--- config.mk ---
export PLATFORM = sky130hd
export DESIGN_NAME = mano_serial_io_flat
export DESIGN_NICKNAME = d
export VERILOG_FILES = /design/src/rtl/mano_serial_io_if.sv /design/src/rtl/mano_serial_io.sv /design/src/flat_wrapper.sv
export SDC_FILE = /design/constraint.sdc
export NUM_CORES = 1
export LEC_CHECK = 0
export ABC_AREA = 1
export CORE_ASPECT_RATIO = 1.25
export CORE_MARGIN = 2
export CORE_UTILIZATION = 55
export CTS_BUF_LIST = sky130_fd_sc_hd__clkbuf_16
export DETAILED_ROUTE_END_ITERATION = 10
export GPL_ROUTABILITY_DRIVEN = 0
export PLACE_DENSITY_LB_ADDON = 0.25
export SETUP_SLACK_MARGIN = 0.5
export SLEW_MARGIN = 0
export SYNTH_ARGS = -nofsm -noshare
export SYNTH_HDL_FRONTEND = slang
export SYNTH_SLANG_ARGS = --single-unit
--- constraint.sdc ---
create_clock -name clk -period 3.5 [get_ports clk]
set_input_delay 0.525 -clock clk [delete_from_list [all_inputs] [get_ports clk]]
set_output_delay 0.525 -clock clk [all_outputs]
set_load 0.03 [all_outputs]
--- src/rtl/mano_serial_io_if.sv ---
// Processor-side FGI/FGO handshake and serial line signals of the basic-computer I/O peripheral.
interface mano_serial_io_if;
    logic [7:0] outr;
    logic       out_load;
    logic       fgo;
    logic [7:0] inpr;
    logic       inp_ack;
    logic       fgi;
    logic       txd;
    logic       rxd;
    logic       overrun;
    logic       frame_err;
    logic       io_req;

    modport master (
        output outr, out_load, inp_ack, rxd,
        input  fgo, inpr, fgi, txd, overrun, frame_err, io_req
    );

    modport slave (
        input  outr, out_load, inp_ack, rxd,
        output fgo, inpr, fgi, txd, overrun, frame_err, io_req
    );
endinterface

--- src/rtl/mano_serial_io.sv ---
// 8N1 serial peripheral: drains OUTR to txd under FGO, assembles rxd into INPR under FGI.
module mano_serial_io #(
    parameter int unsigned CLKS_PER_BIT = 16
) (
    input logic            clk,
    input logic            rst,
    mano_serial_io_if.slave bus
);
    localparam int unsigned CNT_W = $clog2(CLKS_PER_BIT);
    localparam logic [CNT_W-1:0] BIT_LAST  = CNT_W'(CLKS_PER_BIT - 1);
    localparam logic [CNT_W-1:0] HALF_LAST = CNT_W'(CLKS_PER_BIT / 2 - 1);
    localparam logic [CNT_W-1:0] CNT_ONE   = CNT_W'(1);

    typedef enum logic [1:0] {TX_IDLE, TX_START, TX_DATA, TX_STOP} tx_state_t;
    typedef enum logic [1:0] {RX_IDLE, RX_START, RX_DATA, RX_STOP} rx_state_t;

    tx_state_t        tx_state_q;
    logic [CNT_W-1:0] tx_cnt_q;
    logic [2:0]       tx_bit_q;
    logic [7:0]       tx_shreg_q;
    logic             txd_q;
    logic             fgo_q;

    always_ff @(posedge clk or posedge rst) begin
        if (rst) begin
            tx_state_q <= TX_IDLE;
            tx_cnt_q   <= '0;
            tx_bit_q   <= '0;
            tx_shreg_q <= '0;
            txd_q      <= 1'b1;
            fgo_q      <= 1'b1;
        end else begin
            case (tx_state_q)
                TX_IDLE: begin
                    if (bus.out_load && fgo_q) begin
                        tx_shreg_q <= bus.outr;
                        fgo_q      <= 1'b0;
                        txd_q      <= 1'b0;
                        tx_cnt_q   <= '0;
                        tx_state_q <= TX_START;
                    end
                end
                TX_START, TX_DATA: begin
                    if (tx_cnt_q == BIT_LAST) begin
                        tx_cnt_q <= '0;
                        if (tx_state_q == TX_DATA && tx_bit_q == 3'd7) begin
                            txd_q      <= 1'b1;
                            tx_state_q <= TX_STOP;
                        end else begin
                            // The shift register always holds the next bit to send in bit 0.
                            txd_q      <= tx_shreg_q[0];
                            tx_shreg_q <= {1'b0, tx_shreg_q[7:1]};
                            if (tx_state_q == TX_START) begin
                                tx_bit_q   <= '0;
                                tx_state_q <= TX_DATA;
                            end else begin
                                tx_bit_q <= tx_bit_q + 3'd1;
                            end
                        end
                    end else begin
                        tx_cnt_q <= tx_cnt_q + CNT_ONE;
                    end
                end
                TX_STOP: begin
                    if (tx_cnt_q == BIT_LAST) begin
                        tx_cnt_q   <= '0;
                        fgo_q      <= 1'b1;
                        tx_state_q <= TX_IDLE;
                    end else begin
                        tx_cnt_q <= tx_cnt_q + CNT_ONE;
                    end
                end
                default: tx_state_q <= TX_IDLE;
            endcase
        end
    end

    rx_state_t        rx_state_q;
    logic             rx_meta_q;
    logic             rxs_q;
    logic             rx_armed_q;
    logic [CNT_W-1:0] rx_cnt_q;
    logic [2:0]       rx_bit_q;
    logic [7:0]       rx_shreg_q;
    logic [7:0]       inpr_q;
    logic             fgi_q;
    logic             overrun_q;
    logic             frame_err_q;

    // Synchronizer resets low so a line held low across reset never arms the receiver.
    always_ff @(posedge clk or posedge rst) begin
        if (rst) begin
            rx_state_q  <= RX_IDLE;
            rx_meta_q   <= 1'b0;
            rxs_q       <= 1'b0;
            rx_armed_q  <= 1'b0;
            rx_cnt_q    <= '0;
            rx_bit_q    <= '0;
            rx_shreg_q  <= '0;
            inpr_q      <= '0;
            fgi_q       <= 1'b0;
            overrun_q   <= 1'b0;
            frame_err_q <= 1'b0;
        end else begin
            rx_meta_q <= bus.rxd;
            rxs_q     <= rx_meta_q;
            if (bus.inp_ack && fgi_q) begin
                fgi_q     <= 1'b0;
                overrun_q <= 1'b0;
            end
            case (rx_state_q)
                RX_IDLE: begin
                    rx_cnt_q <= '0;
                    rx_bit_q <= '0;
                    if (!rxs_q && rx_armed_q) begin
                        rx_armed_q <= 1'b0;
                        rx_state_q <= RX_START;
                    end else if (rxs_q) begin
                        rx_armed_q <= 1'b1;
                    end
                end
                RX_START: begin
                    if (rx_cnt_q == HALF_LAST) begin
                        rx_cnt_q   <= '0;
                        rx_state_q <= rxs_q ? RX_IDLE : RX_DATA;
                    end else begin
                        rx_cnt_q <= rx_cnt_q + CNT_ONE;
                    end
                end
                RX_DATA: begin
                    if (rx_cnt_q == BIT_LAST) begin
                        rx_cnt_q   <= '0;
                        rx_shreg_q <= {rxs_q, rx_shreg_q[7:1]};
                        if (rx_bit_q == 3'd7) rx_state_q <= RX_STOP;
                        else                  rx_bit_q   <= rx_bit_q + 3'd1;
                    end else begin
                        rx_cnt_q <= rx_cnt_q + CNT_ONE;
                    end
                end
                RX_STOP: begin
                    if (rx_cnt_q == BIT_LAST) begin
                        rx_cnt_q   <= '0;
                        rx_state_q <= RX_IDLE;
                        // A coincident inp_ack frees INPR, so the new byte loads instead of overrunning.
                        if (!rxs_q) begin
                            frame_err_q <= 1'b1;
                        end else if (!fgi_q || bus.inp_ack) begin
                            inpr_q      <= rx_shreg_q;
                            fgi_q       <= 1'b1;
                            frame_err_q <= 1'b0;
                        end else begin
                            overrun_q <= 1'b1;
                        end
                    end else begin
                        rx_cnt_q <= rx_cnt_q + CNT_ONE;
                    end
                end
                default: rx_state_q <= RX_IDLE;
            endcase
        end
    end

    assign bus.fgo       = fgo_q;
    assign bus.txd       = txd_q;
    assign bus.inpr      = inpr_q;
    assign bus.fgi       = fgi_q;
    assign bus.overrun   = overrun_q;
    assign bus.frame_err = frame_err_q;
    assign bus.io_req    = fgi_q | fgo_q;
endmodule

--- src/flat_wrapper.sv ---
// flat-port wrapper written by rule: the top's interface ports become plain ports
module mano_serial_io_flat 
#(
    parameter int unsigned CLKS_PER_BIT = 16
)
  (clk, rst, bus_outr, bus_out_load, bus_inp_ack, bus_rxd, bus_fgo, bus_inpr, bus_fgi, bus_txd, bus_overrun, bus_frame_err, bus_io_req);
  mano_serial_io_if bus_i ();
  input logic clk;
  input logic rst;
  input wire logic [$bits(bus_i.outr)-1:0] bus_outr;
  input wire logic [$bits(bus_i.out_load)-1:0] bus_out_load;
  input wire logic [$bits(bus_i.inp_ack)-1:0] bus_inp_ack;
  input wire logic [$bits(bus_i.rxd)-1:0] bus_rxd;
  output wire logic [$bits(bus_i.fgo)-1:0] bus_fgo;
  output wire logic [$bits(bus_i.inpr)-1:0] bus_inpr;
  output wire logic [$bits(bus_i.fgi)-1:0] bus_fgi;
  output wire logic [$bits(bus_i.txd)-1:0] bus_txd;
  output wire logic [$bits(bus_i.overrun)-1:0] bus_overrun;
  output wire logic [$bits(bus_i.frame_err)-1:0] bus_frame_err;
  output wire logic [$bits(bus_i.io_req)-1:0] bus_io_req;
  assign bus_i.outr = bus_outr;
  assign bus_i.out_load = bus_out_load;
  assign bus_i.inp_ack = bus_inp_ack;
  assign bus_i.rxd = bus_rxd;
  assign bus_fgo = bus_i.fgo;
  assign bus_inpr = bus_i.inpr;
  assign bus_fgi = bus_i.fgi;
  assign bus_txd = bus_i.txd;
  assign bus_overrun = bus_i.overrun;
  assign bus_frame_err = bus_i.frame_err;
  assign bus_io_req = bus_i.io_req;
  mano_serial_io #(.CLKS_PER_BIT(CLKS_PER_BIT)) u_core (.clk(clk), .rst(rst), .bus(bus_i));
endmodule
* Yosys cells after proc, flatten, opt, wreduce, memory -nomap -nowiden
Index checks and enable logic that the tools add are counted.
Cells by class: add/subtract/negate cells 4, multiply operators 0, divide/modulo/power cells 0, order comparisons 0, eq/ne operators 23, shift operators 0, muxes and demuxes 47, bitwise operators 2, reduce and logical (&&, ||, !) cells 27
Operators with widths (number):
- $mux W8 | 3
- $mux W2 | 11
- $mux W1 | 18
- $mux W4 | 4
- $ne A2 B1 Y1 const B | 8
- $pmux W8 S2 | 1
- $reduce_and A3 Y1 | 5
- $pmux W4 S3 | 1
- $reduce_and A4 Y1 | 3
- $mux W3 | 3
- $add A4 B1 Y4 const B | 2
- $eq A2 B2 Y1 const B | 4
- $eq A4 B4 Y1 const B | 2
- $pmux W2 S4 | 1
- $pmux W4 S2 | 1
- $reduce_bool A2 Y1 | 4
- $add A3 B1 Y3 const B | 2
- $eq A3 B3 Y1 const B | 2
- $ne A2 B2 Y1 const B | 3
- $pmux W2 S3 | 1
- $pmux W3 S2 | 1
- $reduce_and A5 Y1 | 1
- $eq A2 B1 Y1 const B | 2
- $eq A4 B3 Y1 const B | 1
- 11 further kinds | 19
Storage, ports and cells: register bits 50, bits in latches 0, RAM bits 0, ROM bits 0, input port bits 13, output and inout port bits 14, memories 0

* Longest topological paths before layout
depth after elaboration 6, mapped depth 9, mapped depth without buffers 9

* Worst setup path before layout
OpenSTA, ideal clock, no wires.
kind register to register, start register u_core.tx_state_q[0], end register u_core.tx_shreg_q[7], data arrival time 1.444 ns, setup slack 1.939 ns, stages on the path, launching flop included 10, clock period less this slack 1.561 ns, path through dfrtp_1 inv_1 ha_1 buf_4 nand2_1 nand2_2 nor2_8 inv_2 nand2_1 nand2_1
On the way: longest elaborated chain between the ends 4, elaborated cells between the ends (all ways) 11
RTL lines:
- start, declared | line mano_serial_io.sv:17 | tx_state_t tx_state_q;
- start signal, assigned | line mano_serial_io.sv:26 | tx_state_q <= TX_IDLE;
- start signal, assigned | line mano_serial_io.sv:40 | tx_state_q <= TX_START;
- start signal, assigned | line mano_serial_io.sv:48 | tx_state_q <= TX_STOP;
- $eq A2 B1 Y1 / $eq A2 B2 Y1 (equally long branches) | line mano_serial_io.sv:33, mano_serial_io.sv:46
- $reduce_or A2 Y1 / $logic_and A1 B1 Y1 (equally long branches) | line mano_serial_io.sv:33, mano_serial_io.sv:46
- $ne A2 B2 Y1 (no line) (tied with other cells)
- $reduce_and A4 Y1 (no line)
- end signal, assigned | line mano_serial_io.sv:36 | tx_shreg_q <= bus.outr;
- end signal, assigned | line mano_serial_io.sv:52 | tx_shreg_q <= {1'b0, tx_shreg_q[7:1]};
- end, declared | line mano_serial_io.sv:20 | logic [7:0] tx_shreg_q;
Parallel ways exist; a longest one is shown, timed or not. A chain may end at the register's enable or synchronous reset.

* Final worst setup path
start register u_core.fgo_q, in the netlist u_core.bus.fgo, end output bus_io_req
On the way: longest elaborated chain between the ends 1
RTL lines:
- start, declared | line mano_serial_io.sv:22 | logic fgo_q;
- start signal, assigned | line mano_serial_io.sv:31 | fgo_q <= 1'b1;
- start signal, assigned | line mano_serial_io.sv:37 | fgo_q <= 1'b0;
- start signal, assigned | line mano_serial_io.sv:67 | fgo_q <= 1'b1;
- $or A1 B1 Y1 | line mano_serial_io.sv:169 | assign bus.io_req = fgi_q | fgo_q;
- end, declared | line flat_wrapper.sv:20 | output wire logic [$bits(bus_i.io_req)-1:0] bus_io_req;
No other way between the ends.

==> impl_metrics.csv <==
group,metric,value,unit
status,status,"complete, no violations",
setup_path,worstSetupPathType,"reg2out",
sta,hold_violations,0,
floorplanning,die_area,5008,um2
yosys,synth_fa_ha_area_frac,0.06129,
global_route,antenna_found_initial,0,
yosys,postSynth.asyncResetShare,1.000,
cts,cts_made_buffers,5,
route,vias,1822,
yosys,netlist_top_cells_count,"99 x nand2_1, 48 x dfrtp_1, 33 x inv_1, 23 x o21ai_0, 19 x nand3_1",
yosys,synth_flop_cell,"dfrtp_1",
yosys,seq_area_frac_synth,0.5117,
yosys,synthXorXnorAreaFrac,0.007150,
sta,fin_setup_tns,0,ns
floorplanning,die_h,78.62,um
cts,cts_max_path_buffers,2,
yosys,synth_top_cell_by_area,"dfrtp_1",
yosys,synth-simple-area-share,0.2594,
global_route,grt_max_degree,51,
setup_path,critPathMaxFanout,4,
sta,fin_ws,1.369,ns
floorplanning,core_area,4358,um2
sta,period_needed,2.131,ns
yosys,synthMuxAreaShare,0,
yosys,synth_top_family_by_area,"simple AND/OR/NAND/NOR gates",
floorplanning,start_util,0.5622,
route,drc,0,
place,dp_slack,1.570,ns
route,drt-total-wl,4050,um
cts,cts_setup_buffers,0,
sta,slew_headroom,0.3309,
global_route,grt_pass1_vias,1693,
cts,cts-root-buf,"clkbuf_16",
flow_run,drv_cap,0,
setup_path,critPathArrivalTime,1.61,ns
cts,cts_resized,0,
sta,rsz0062_at_grt,"no",
cts,cts_hold_buf,0,
pwr,ir_drop,253.3,uV
sta,period_share,0.6088,
cts,clock-sinks,50,
sta,slew_viol_final,0,
yosys,avgSynthCellArea,8.657,um2
sta,max_slew.worst_pin.slew,1.002,ns
global_route,overflow,0,
yosys,synth_compound_area_frac,0.08989,
setup_path,crit_required,2.97,ns
cts,clkTransAtPathRegs,0.07,ns
global_route,grt_pass1_wl,7176,um
sta,max_freq,469.3,MHz
layout,final.fill_count,344,
worst_hold_path,min_path_type,"reg2reg",
setup_path,end_kind,"output port",
yosys,ys_warn_count,0,
global_route,grt_usage,0.1811,
floorplanning,dieWidth,63.70,um
cts,insertion_delay,0.29,ns
route,routedWlPerCell,10.92,um
yosys,synth.most_common_cell,"nand2_1",
yosys,yosysUniqueCellTypes,26,
yosys,netlist_top_cells_area,"dfrtp_1 49%, nand2_1 15%, ha_1 6.1%",
place,numPortBuffers,26,
route,vias_per_cell,4.911,
route,drt_iter0_markers,78,
yosys,synth_edf_count,0,
pwr,power_density,461.5,nW/um2
sta,holdWs,0.3573,ns
yosys,syn-cell-area,2450,um2
pwr,p_leak,0.001410,uW
floorplanning,io_pins,27,
yosys,yosys_register_bits,50,
layout,syn_to_final_growth,18.13,%
setup_path,crit_path_start_kind,"register",
place,hpwl,2925,um
sta,setup-violations-final,0,
route,route.antenna.remaining_nets,0,
route,dr.pass1.iters,4,
cts,cts_tree,"built",
floorplanning,row_count,27,
yosys,netlist.area_leader.share,0.4903,
yosys,syn_nets,308,
layout,antenna_cells,0,
sta,fin_worst_skew,0.008108,ns
yosys,syn_inst,283,
layout,nets,337,
layout,drive_above_1_share,0.1022,
cts,htreeDepth,2,
-- through the flow --
stage,std cells,instance area [um2],util,power (uW)
global route,371,2894,0.6641,1414
floorplan,283,2450,-,816.4
CTS,371,2894,0.6641,1349
global placement,363,2745,0.6299,859.9
detailed placement,363,2745,0.6299,866.0
finish,371,2894,0.6641,1336
-- routing by layer --
layer  vias up  track usage  wire, um
li1        949            -         -
met1       836       0.2276      1793
met2        30       0.3137      2066
met3         7      0.03009       130
met4         0      0.06522        59
met5         -            0         0
-- power by group --
part,switching (uW),total [uW],internal (uW)
combinational,127,195,68.8
sequential,41.4,660,618
clock,213,481,267
total,381,1340,954
-- logic make-up after synthesis --
kind of cell | after synthesis
and+or+nand+nor | 142
xor gates and xnor gates | 2
DFF | 50
buffers and inverters | 40
AOI/OAI and AO/OA | 37
adders and majority gates | 12
-- final timing paths --
| check | from | endpoint | slack [ns] | depth (start not counted) |
|---|---|---|---|---|
| min in group asynchronous | rst | u_core.rx_shreg_q[0]$_DFFE_PP0P_ | 0.79 | 2 |
| hold reg to reg | u_core.rx_meta_q$_DFF_PP0_ | u_core.rxs_q$_DFF_PP0_ | 0.36 | 0 |
| hold / removal | u_core.rx_meta_q$_DFF_PP0_ | u_core.rxs_q$_DFF_PP0_ | 0.36 | 0 |
| setup reg to reg | u_core.tx_state_q[0]$_DFFE_PP0P_ | u_core.tx_shreg_q[7]$_DFFE_PP0P_ | 1.57 | 9 |
| max in group asynchronous | rst | u_core.tx_bit_q[2]$_DFFE_PP0P_ | 2.09 | 2 |
| setup / recovery | u_core.bus.fgo$_DFFE_PP1P_ | bus_io_req | 1.37 | 2 |
-- state kept, by name (all words and copies together) (netlist names), named ones only --
signal and count:
u_core.tx_cnt_q 4, u_core.bus.txd 1, u_core.bus.fgo 1, u_core.tx_state_q 2
u_core.rx_cnt_q 4, u_core.rx_state_q 1, u_core.tx_shreg_q 8, u_core.rx_armed_q 1
u_core.bus.frame_err 1, u_core.tx_bit_q 3, u_core.rx_bit_q 3, u_core.rx_shreg_q 8
u_core.bus.fgi 1, u_core.bus.inpr 8, u_core.rxs_q 1, u_core.bus.overrun 1
u_core.rx_meta_q 1
-- final cells by class --
type / instances / area [um2] / area share
inverter: 36 / 135.1 / 0.04669
multi-input combinational: 193 / 1023 / 0.3537
clock buffer: 5 / 125.1 / 0.04323
sequential: 50 / 1254 / 0.4332
clock inverter: 3 / 23.77 / 0.008214
tap: 58 / 72.57 / 0.02508
timing repair buffer: 26 / 260.3 / 0.08993
-- placed cells by master, fill, tap and decap left out, types with 2 or more instances in the layout --
cell type / synthesis / routed
clkinvlp_4: 0 / 2
clkbuf_16: 0 / 5
ha_1: 12 / 12
nor2_4: 2 / 2
dfrtp_1: 48 / 48
and2_1: 2 / 2
nand3_1: 19 / 19
inv_2: 3 / 4
nor2_1: 9 / 9
dfstp_2: 2 / 2
o21ai_2: 8 / 8
inv_1: 33 / 32
a21oi_1: 4 / 4
clkdlybuf4s50_1: 0 / 26
o21ai_0: 23 / 23
nand2_2: 4 / 4
nand4_1: 2 / 2
nand2_1: 99 / 99
-- worst max-delay path, stage by stage (launching register included) --
cell and delay (ns):
dfstp_2 0.57, or2_2 0.11, clkdlybuf4s50_1 0.65
(Power assumes the default switching activity.)
